<file path="src/rtl/pkt_rd.sv">
// pkt_rd: drains one router output FIFO, strips header and parity, and
// streams the payload to a sink while checking parity, address and starvation.
// Ports: clk, rst (sync, active-low), vld_out/dout/rd_en (FIFO side),
// sink_ready/pl_data/pl_valid/pl_sop/pl_eop (sink side), pkt_len, pkt_done,
// parity_err, addr_err, abort, err_cnt.
// Optional feature macro: PKT_RD_ERRCNT_EN enables the saturating err_cnt
// register; without it err_cnt is tied to zero.
module pkt_rd #(
    parameter int unsigned PORT_ID   = 0,
    parameter int unsigned STALL_MAX = 63
) (
    input  logic       clk,
    input  logic       rst,
    input  logic       vld_out,
    input  logic [7:0] dout,
    output logic       rd_en,
    input  logic       sink_ready,
    output logic [7:0] pl_data,
    output logic       pl_valid,
    output logic       pl_sop,
    output logic       pl_eop,
    output logic [5:0] pkt_len,
    output logic       pkt_done,
    output logic       parity_err,
    output logic       addr_err,
    output logic       abort,
    output logic [7:0] err_cnt
);

    localparam int unsigned SW = $clog2(STALL_MAX + 1);
    localparam logic [SW-1:0] STALL_LAST = SW'(STALL_MAX - 1);
    localparam logic [1:0] PORT = 2'(PORT_ID);

    typedef enum logic [2:0] {
        S_IDLE,
        S_HDR,
        S_PAY,
        S_PAR,
        S_CHK
    } state_e;

    state_e        state_q, state_d;
    logic [5:0]    len_q;
    logic [1:0]    addr_q;
    logic [7:0]    acc_q;
    logic [5:0]    issued_q;
    logic          inflight_q;
    logic [SW-1:0] stall_q;

    logic pay_room;
    logic pay_ret;
    logic stall_cyc;
    logic stall_hit;

    assign pay_room = (issued_q != len_q);
    // FIFO data returns one cycle after rd_en; in PAY every return is payload.
    assign pay_ret  = (state_q == S_PAY) && inflight_q;

    // A withheld sink grant is not starvation, so PAY only counts while
    // the sink is ready and a byte is still owed.
    assign stall_cyc = !vld_out && !inflight_q &&
                       (((state_q == S_PAY) && sink_ready && pay_room) ||
                        (state_q == S_PAR));
    assign stall_hit = stall_cyc && (stall_q == STALL_LAST);

    // State register
    always_ff @(posedge clk) begin
        if (!rst) begin
            state_q <= S_IDLE;
        end else begin
            state_q <= state_d;
        end
    end

    // Next-state logic
    always_comb begin
        state_d = state_q;
        unique case (state_q)
            S_IDLE: if (vld_out) state_d = S_HDR;
            S_HDR:  state_d = (dout[7:2] != 6'd0) ? S_PAY : S_PAR;
            S_PAY: begin
                if (stall_hit) begin
                    state_d = S_IDLE;
                end else if (!pay_room) begin
                    // issued_q reaches len_q in the cycle the last byte returns
                    state_d = S_PAR;
                end
            end
            S_PAR: begin
                if (stall_hit) begin
                    state_d = S_IDLE;
                end else if (vld_out) begin
                    state_d = S_CHK;
                end
            end
            S_CHK:  state_d = S_IDLE;
            default: state_d = S_IDLE;
        endcase
    end

    // Output logic
    always_comb begin
        rd_en      = 1'b0;
        pkt_done   = 1'b0;
        parity_err = 1'b0;
        addr_err   = 1'b0;
        abort      = 1'b0;
        unique case (state_q)
            S_IDLE: rd_en = vld_out;
            S_HDR:  rd_en = 1'b0;
            S_PAY: begin
                rd_en    = vld_out && sink_ready && pay_room;
                abort    = stall_hit;
                pkt_done = stall_hit;
                addr_err = stall_hit && (addr_q != PORT);
            end
            S_PAR: begin
                rd_en    = vld_out;
                abort    = stall_hit;
                pkt_done = stall_hit;
                addr_err = stall_hit && (addr_q != PORT);
            end
            S_CHK: begin
                pkt_done   = 1'b1;
                parity_err = (dout != acc_q);
                addr_err   = (addr_q != PORT);
            end
            default: rd_en = 1'b0;
        endcase
        // Never pull a byte out of the FIFO while reset is held.
        rd_en = rd_en && rst;
    end

    assign pl_valid = pay_ret;
    assign pl_data  = pay_ret ? dout : 8'd0;
    // With one read in flight, the returning byte's index equals issued_q.
    assign pl_sop   = pay_ret && (issued_q == 6'd1);
    assign pl_eop   = pay_ret && (issued_q == len_q);
    assign pkt_len  = len_q;

    // Datapath registers
    always_ff @(posedge clk) begin
        if (!rst) begin
            len_q      <= 6'd0;
            addr_q     <= 2'd0;
            acc_q      <= 8'd0;
            issued_q   <= 6'd0;
            inflight_q <= 1'b0;
            stall_q    <= '0;
        end else begin
            inflight_q <= rd_en;
            if (state_q == S_HDR) begin
                len_q    <= dout[7:2];
                addr_q   <= dout[1:0];
                acc_q    <= dout;
                issued_q <= 6'd0;
            end
            if (state_q == S_PAY) begin
                if (rd_en) begin
                    issued_q <= issued_q + 6'd1;
                end
                if (pay_ret) begin
                    acc_q <= acc_q ^ dout;
                end
            end
            if (rd_en || !((state_q == S_PAY) || (state_q == S_PAR))) begin
                stall_q <= '0;
            end else if (stall_cyc) begin
                stall_q <= stall_q + SW'(1);
            end
        end
    end

`ifdef PKT_RD_ERRCNT_EN
    logic [7:0] err_cnt_q;
    logic       err_evt;

    assign err_evt = pkt_done && (parity_err || addr_err || abort);

    always_ff @(posedge clk) begin
        if (!rst) begin
            err_cnt_q <= 8'd0;
        end else if (err_evt && (err_cnt_q != 8'hFF)) begin
            err_cnt_q <= err_cnt_q + 8'd1;
        end
    end

    assign err_cnt = err_cnt_q;
`else
    assign err_cnt = 8'd0;
`endif

endmodule

</file>
<file path="config.mk">
export PLATFORM = sky130hd
export DESIGN_NAME = pkt_rd
export DESIGN_NICKNAME = d
export VERILOG_FILES = /design/src/rtl/pkt_rd.sv
export SDC_FILE = /design/constraint.sdc
export NUM_CORES = 1
export LEC_CHECK = 0
export ABC_AREA = 1
export BUFFER_PORTS_ARGS = -buffer_cell sky130_fd_sc_hd__buf_2
export CAP_MARGIN = 20
export CORE_MARGIN = 8
export CORE_UTILIZATION = 54
export DETAILED_ROUTE_END_ITERATION = 12
export GPL_TIMING_DRIVEN = 0
export HOLD_SLACK_MARGIN = 0.1
export PLACE_DENSITY_LB_ADDON = 0.1
export SYNTH_ARGS = -nofsm -noshare
export SYNTH_HDL_FRONTEND = slang
export SYNTH_SLANG_ARGS = --single-unit
</file>
<file path="constraint.sdc">
create_clock -name clk -period 1.7 [get_ports clk]
set_input_delay 0.17 -clock clk [delete_from_list [all_inputs] [get_ports clk]]
set_output_delay 0.17 -clock clk [all_outputs]
set_load 0.01 [all_outputs]
</file>
==> impl_metrics.ini, run 1 <==
[timing]
period_needed_ns = 1.78
rsz0062_at_grt = true
tns_ns = -0.452
fin_skew_ns = 0.00375
post-route-period-util_pct = 105
worst_pin_slew_ns = 0.604
hold_viol_final = 0
fmax_mhz = 562
final-max-slew-violation-count = 0
setup_viol = 14
fin_ws_ns = -0.0798
slew_headroom_pct = 59.8
holdWs_ns = 0.193

[outcome]
violations = negative setup slack
status = finished with violations

[clocking]
cts.sinks = 32
cts_tree = yes
htree_levels = 2
clkTransAtPathRegs_ns = 0.07
cts_buffer_depth = 2
clk_latency_ns = 0.28
cts_root_buf = clkbuf_8
ctsHoldBuffers = 0
cts_made_buffers = 5

[floorplan]
rows = 22
die_h_um = 76.8
boundaryPins = 42
die_area_sq_mm = 0.00589
die_w_um = 76.8
start_util_pct = 55.3
core_area_sq_mm = 0.00361

[yosys]
yosys_warnings = 0
postSynthAreaPerCell_sq_um = 7.02
synthAdderAreaFrac_pct = 2.51
synth_top_area_share_pct = 32.1
synthTopCellsByArea = dfxtp_1 (32%), nand2_1 (12%), xor2_1 (6.1%)
synth_area_sq_mm = 0.00199
yosys_most_used_dff = dfxtp_1
async_flop_share_pct = 0
synth-seq-cells = 32
postSynthCellCount = 284
synth-xor-area-share_pct = 6.59
seq_area_frac_synth_pct = 32.1
synth_simple_gate_area_share_pct = 32.9
synth_common_cells = nand2_1 (64), dfxtp_1 (32), inv_1 (32), nor2_1 (25), a21oi_1 (15)
synth_most_common_cell = nand2_1
synth-edff-count = 0
synth-compound-area-share_pct = 12.9
synth_largest_area_cell = dfxtp_1
ys_types = 35
synth_top_family_by_area = simple AND/OR/NAND/NOR gates
synthMuxAreaShare_pct = 0

[worst_setup_path]
ff2ff_setup_slack_ns = -0.06
crit_fanout = 4
worstSetupPathType = reg -> out
reg2regPathDepth = 15
r2r_start = state_q[1]$_SDFFE_PN0P_
required_ns = 1.53
r2r-end = state_q[0]$_SDFFE_PN0P_
start_kind = flop
cp-endpoint = addr_err
arrival_ns = 1.61
worst_setup_path_end_kind = output pin
startpoint = issued_q[3]$_SDFF_PN0_

[drt]
vias = 1989
routedWlPerCell_um = 13.2
ant_nets = 0
firstDrtPassIters = 4
routed_wl_mm = 5.23
vias_per_cell = 5.04
dr.first_iter.drc_count = 159
drc_errors = 0

[power_and_ir_drop]
cellPowerDensity_mw_per_mm2 = 1220
internal_power_uw = 1860
ir_drop_uv = 822
p_switching_uw = 1310
swShare_pct = 41.4
p_clk_share_pct = 20.0
seqPwrFrac_pct = 32.3
p_leak_uw = 0.00124
power_frac_comb_pct = 47.7

[global_routing]
grt_pass1_vias = 1932
grt_busiest_layer = met2
grt_use_total_pct = 17.7
grt_util_met2_pct = 27.4
grt_pass1_wl_mm = 8.74
grt_max_degree = 11
met3_usage_pct = 5.83
grt_overflow = 0
met1_usage_pct = 22.0
grt_antenna_before_repair = 0

[cells_and_area]
drive_above_1_share_pct = 39.8
fillerInstances = 287
areaGrowthSynthToFinish_pct = 30.9
fin_nets = 363
final_cell_area_sq_mm = 0.00261
diodes = 0
multi_input_area_sq_mm = 0.00118
ff_latch_area_sq_um = 667

[placed_design]
port_buffers = 32
dpl_cell_area_sq_mm = 0.00224
place.gp.congestion = 0.816
place_ws_ns = -0.152
dpl.hpwl_mm = 3.62

[run]
cap_viol_max_count = 0

[worst_hold_path]
hold_path.class = in -> reg
-- sequential cells by signal (all words and copies together) (netlist names) --
name,cells
issued_q,6
addr_q,2
inflight_q,1
state_q,3
stall_q,6
pkt_len,6
acc_q,8
-- metal layers --
metal  share of wire (%)  wire [um]  vias up
met5                   0          0        -
met4                 1.6         85        0
met3                 7.8        409       10
met2                  47       2440       70
met1                  44       2300      898
li1                    -          -     1011
-- area by class of cell --
cell class                 instances  area share (%)
sequential                        32            25.6
timing repair buffer              49            12.3
buffer                            15            4.36
inverter                          44            6.57
tap                               48            2.30
multi-input combinational        200            45.2
clock buffer                       7            3.69
-- critical path, cell delays in order, from the launching register on --
cell and delay, ns:
dfxtp_4 0.38, inv_4 0.04, nand2_2 0.05, nand2_2 0.04, nor2_2 0.10, nand3_2 0.13, nand2_2 0.10, nand2_4 0.08
nand3_4 0.09, nand2_2 0.07, o21a_1 0.10, buf_2 0.13
-- cells in the final DEF, fill, tap and decap left out, types with 3 or more instances in the layout --
| master | count |
|---|---|
| nand2_1 | 58 |
| buf_2 | 29 |
| inv_1 | 28 |
| buf_4 | 22 |
| nor2_1 | 21 |
| dfxtp_1 | 19 |
| xor2_1 | 14 |
| inv_2 | 13 |
| a21oi_1 | 13 |
| nand2_2 | 11 |
| dfxtp_2 | 9 |
| nor2_2 | 8 |
| nand3_1 | 8 |
| o21ai_0 | 8 |
| a31oi_1 | 8 |
| conb_1 | 8 |
| a21oi_2 | 7 |
| clkbuf_8 | 7 |
| buf_6 | 7 |
| nand4_1 | 6 |
| ha_1 | 4 |
| dfxtp_4 | 4 |
| nand2_4 | 3 |
| nand3_4 | 3 |
| o21ai_2 | 3 |
-- per-stage QoR --
| stage | cells | total power, uW | utilization, % |
|---|---|---|---|
| 2_1_floorplan | 291 | 1930 | - |
| 3_3_place_gp | 371 | 2220 | 62.1 |
| 3_5_place_dp | 371 | 2240 | 62.1 |
| 4_1_cts | 390 | 3070 | 69.7 |
| 5_1_grt | 395 | 3380 | 72.4 |
| 6_report | 395 | 3180 | 72.4 |
-- timing repair --
action	in CTS	in global routing
endpoints found under the setup margin	26	35
buffers inserted	12	5
pin swaps	9	11
gates resized for setup	34	23
endpoints found under the hold margin	0	0
-- worst min path at each step --
| stage | startpoint | depth (start not counted) | slack [ns] | endpoint |
|---|---|---|---|---|
| 2_1_floorplan | dout[0] | 2 | 0.34 | addr_q[0]$_SDFFE_PN0P_ |
| 3_3_place_gp | addr_q[1]$_SDFFE_PN0P_ | 2 | 0.45 | addr_q[1]$_SDFFE_PN0P_ |
| 3_5_place_dp | addr_q[1]$_SDFFE_PN0P_ | 2 | 0.46 | addr_q[1]$_SDFFE_PN0P_ |
| 4_1_cts | dout[2] | 3 | 0.19 | pkt_len[0]$_SDFFE_PN0P_ |
| 5_1_grt | dout[2] | 3 | 0.20 | pkt_len[0]$_SDFFE_PN0P_ |
| 6_report | dout[2] | 3 | 0.19 | pkt_len[0]$_SDFFE_PN0P_ |
-- power by group through the flow --
stage	logic, uW	clock network [uW]	registers (uW)
floorplan	916	0	1010
global placement	1200	0	1020
detailed placement	1220	0	1020
CTS	1410	642	1020
global route	1660	673	1050
finish	1510	637	1030
-- logic make-up (layout without fill, tap and decap cells) --
family                     Yosys count  count (layout)
AOI/OAI and AO/OA                   43              43
xor gates and xnor gates            15              15
adders and majority gates            4               4
buffers and inverters               59             115
DFF                                 32              32
other                                1               8
and+or+nand+nor                    130             130
Power figures use the tool's default switching activity.
==> run 2: changes to the inputs <==
--- a/config.mk
+++ b/config.mk
@@ -14,6 +14,7 @@
 export GPL_TIMING_DRIVEN = 0
 export HOLD_SLACK_MARGIN = 0.1
 export PLACE_DENSITY_LB_ADDON = 0.1
+export SKIP_LAST_GASP = 1
 export SYNTH_ARGS = -nofsm -noshare
 export SYNTH_HDL_FRONTEND = slang
 export SYNTH_SLANG_ARGS = --single-unit
==> run 2 against run 1 <==
- the flow still finishes with violations (negative setup slack)
- global-route usage decreased by 0.17 points
- clock-buffer cell count unchanged
- wire length increased by 0.82%
- non-clock buffer count increased by 1
- utilization increased by 0.21 points
- sequential share of layout area decreased by 0.073 points
- combinational power about the same
- first-iteration DRC count increased by 38%
- via count decreased by 1.1%
- clock skew about the same
- maximum frequency about the same
- highest routed layer unchanged
==> impl_metrics.ini, run 2 (synthesis gave the netlist of run 1 again) <==
[global_routing]
grt_pass1_wl_mm = 8.67
grt_max_degree = 11
grt_antenna_before_repair = 0
grt_pass1_vias = 1943
grt_use_total_pct = 17.5
grt_overflow = 0

[placed_design]
place.gp.congestion = 0.816
dp_cells = 371
place_ws_ns = -0.152
dpl.hpwl_mm = 3.62
port_buffers = 32

[outcome]
status = finished with violations
violations = negative setup slack

[floorplan]
die_h_um = 76.8
start_util_pct = 55.3
rows = 22
boundaryPins = 42
core_area_sq_mm = 0.00361
die_w_um = 76.8
die_area_sq_mm = 0.00589

[cells_and_area]
mostFrequentLayoutCells = nand2_1 (58), buf_2 (29), inv_1 (28), buf_4 (23), nor2_1 (21)
areaGrowthSynthToFinish_pct = 31.2
diodes = 0
drive_above_1_share_pct = 39.9
top_register = acc_q
fin_nets = 364
multi_input_area_sq_mm = 0.00118
ff_latch_area_sq_um = 667
fillerInstances = 291
largest_register_ffs = 8
final_common_cell = nand2_1
fin_cells = 396

[clocking]
clkTransAtPathRegs_ns = 0.06
cts.sinks = 32
clk_latency_ns = 0.28
ctsHoldBuffers = 0
cts_buffer_depth = 2
htree_levels = 2
cts_made_buffers = 5
cts_tree = yes
cts_root_buf = clkbuf_8

[power_and_ir_drop]
p_clk_share_pct = 20.0
p_switching_uw = 1320
ir_drop_uv = 818
power_frac_comb_pct = 47.8
cellPowerDensity_mw_per_mm2 = 1220
seqPwrFrac_pct = 32.2
p_leak_uw = 0.00125
internal_power_uw = 1870
swShare_pct = 41.4

[worst_setup_path]
crit_chain = inv_2 > nand2_1 > nand2_1 > nor2_2 > nand3_2 > nand2_2 > nand2_4 > nand3_4 > nand2_2 > o21a_1 > buf_2
critPathMaxStageDelay_ns = 0.35
crit_fanout = 3
worst_setup_path_end_kind = output pin
required_ns = 1.53
cp_slowest_cell = dfxtp_2
worstSetupPathType = reg -> out
arrival_ns = 1.61
crit_family = simple AND/OR/NAND/NOR gates
start_kind = flop
cp_num_buf_inv = 2

[timing]
fin_ws_ns = -0.0798
slew_headroom_pct = 60.0
post-route-period-util_pct = 105
fin_skew_ns = 0.00387
holdWs_ns = 0.192
setup_viol = 15
hold_viol_final = 0
final-max-slew-violation-count = 0
rsz0062_at_grt = true
fmax_mhz = 562
period_needed_ns = 1.78
worst_pin_slew_ns = 0.601

[drt]
dr.first_iter.drc_count = 219
firstDrtPassIters = 4
routedWlPerCell_um = 13.3
vias = 1968
drc_errors = 0
vias_per_cell = 4.97
routed_wl_mm = 5.27
ant_nets = 0

[worst_hold_path]
hold_path.class = in -> reg

[run]
cap_viol_max_count = 0
## run 2: cell types whose count changed in the layout (fill, tap and decap cells not counted), sizes merged
cell	before	now
buf	61	62
## run 2: stage by stage
| stage | power, uW | setup TNS, ns | util (%) | area, sq um |
|---|---|---|---|---|
| 2_1_floorplan | 1930 | 0 | - | 2020 |
| 3_3_place_gp | 2220 | -1.02 | 62.1 | 2240 |
| 3_5_place_dp | 2240 | -1.51 | 62.1 | 2240 |
| 4_1_cts | 3060 | -0.470 | 69.5 | 2510 |
| 5_1_grt | 3390 | -2.71 | 72.6 | 2620 |
| 6_report | 3180 | -0.576 | 72.6 | 2620 |
## run 2: worst min-delay path: cells and delay by family
kind / cells / cell delay, ns
simple gates: 1 / 0.08
compound gates: 1 / 0.06
buf+inv: 1 / 0.12
## run 2: power by group through the flow
| stage | Sequential [uW] | Clock, uW | Combinational [uW] |
|---|---|---|---|
| after CTS | 1020 | 642 | 1400 |
| final | 1030 | 636 | 1520 |
| after detailed placement | 1020 | 0 | 1220 |
| after global placement | 1020 | 0 | 1200 |
| after floorplan | 1010 | 0 | 916 |
| after global routing | 1050 | 673 | 1660 |
## run 2: cell type report
cell class | count | area share (%)
multi-input combinational | 200 | 45.1
sequential | 32 | 25.5
timing repair buffer | 50 | 12.6
inverter | 44 | 6.55
buffer | 15 | 4.35
clock buffer | 7 | 3.68
tap | 48 | 2.29
## run 2: final timing paths
| path | from | to | slack, ns | cells after the start |
|---|---|---|---|---|
| max | issued_q[4]$_SDFF_PN0_ | addr_err | -0.08 | 11 |
| min | dout[2] | pkt_len[0]$_SDFFE_PN0P_ | 0.19 | 3 |
| max reg2reg | state_q[1]$_SDFFE_PN0P_ | state_q[0]$_SDFFE_PN0P_ | -0.07 | 15 |
| min reg2reg | addr_q[0]$_SDFFE_PN0P_ | addr_q[0]$_SDFFE_PN0P_ | 0.49 | 2 |
## run 2: what timing repair did
action                     CTS  global route
pin swaps                    9            15
setup buffers               12             6
setup endpoints to repair   26            40
gates resized for setup     32            25
## run 2: layer usage
| metal | up-vias | GRT usage [%] | routed length, um |
|---|---|---|---|
| met2 | 59 | 27.6 | 2490 |
| met1 | 888 | 21.7 | 2360 |
| met5 | - | 0 | 0 |
| met4 | 0 | 5.96 | 72 |
| li1 | 1014 | - | - |
| met3 | 7 | 5.71 | 352 |
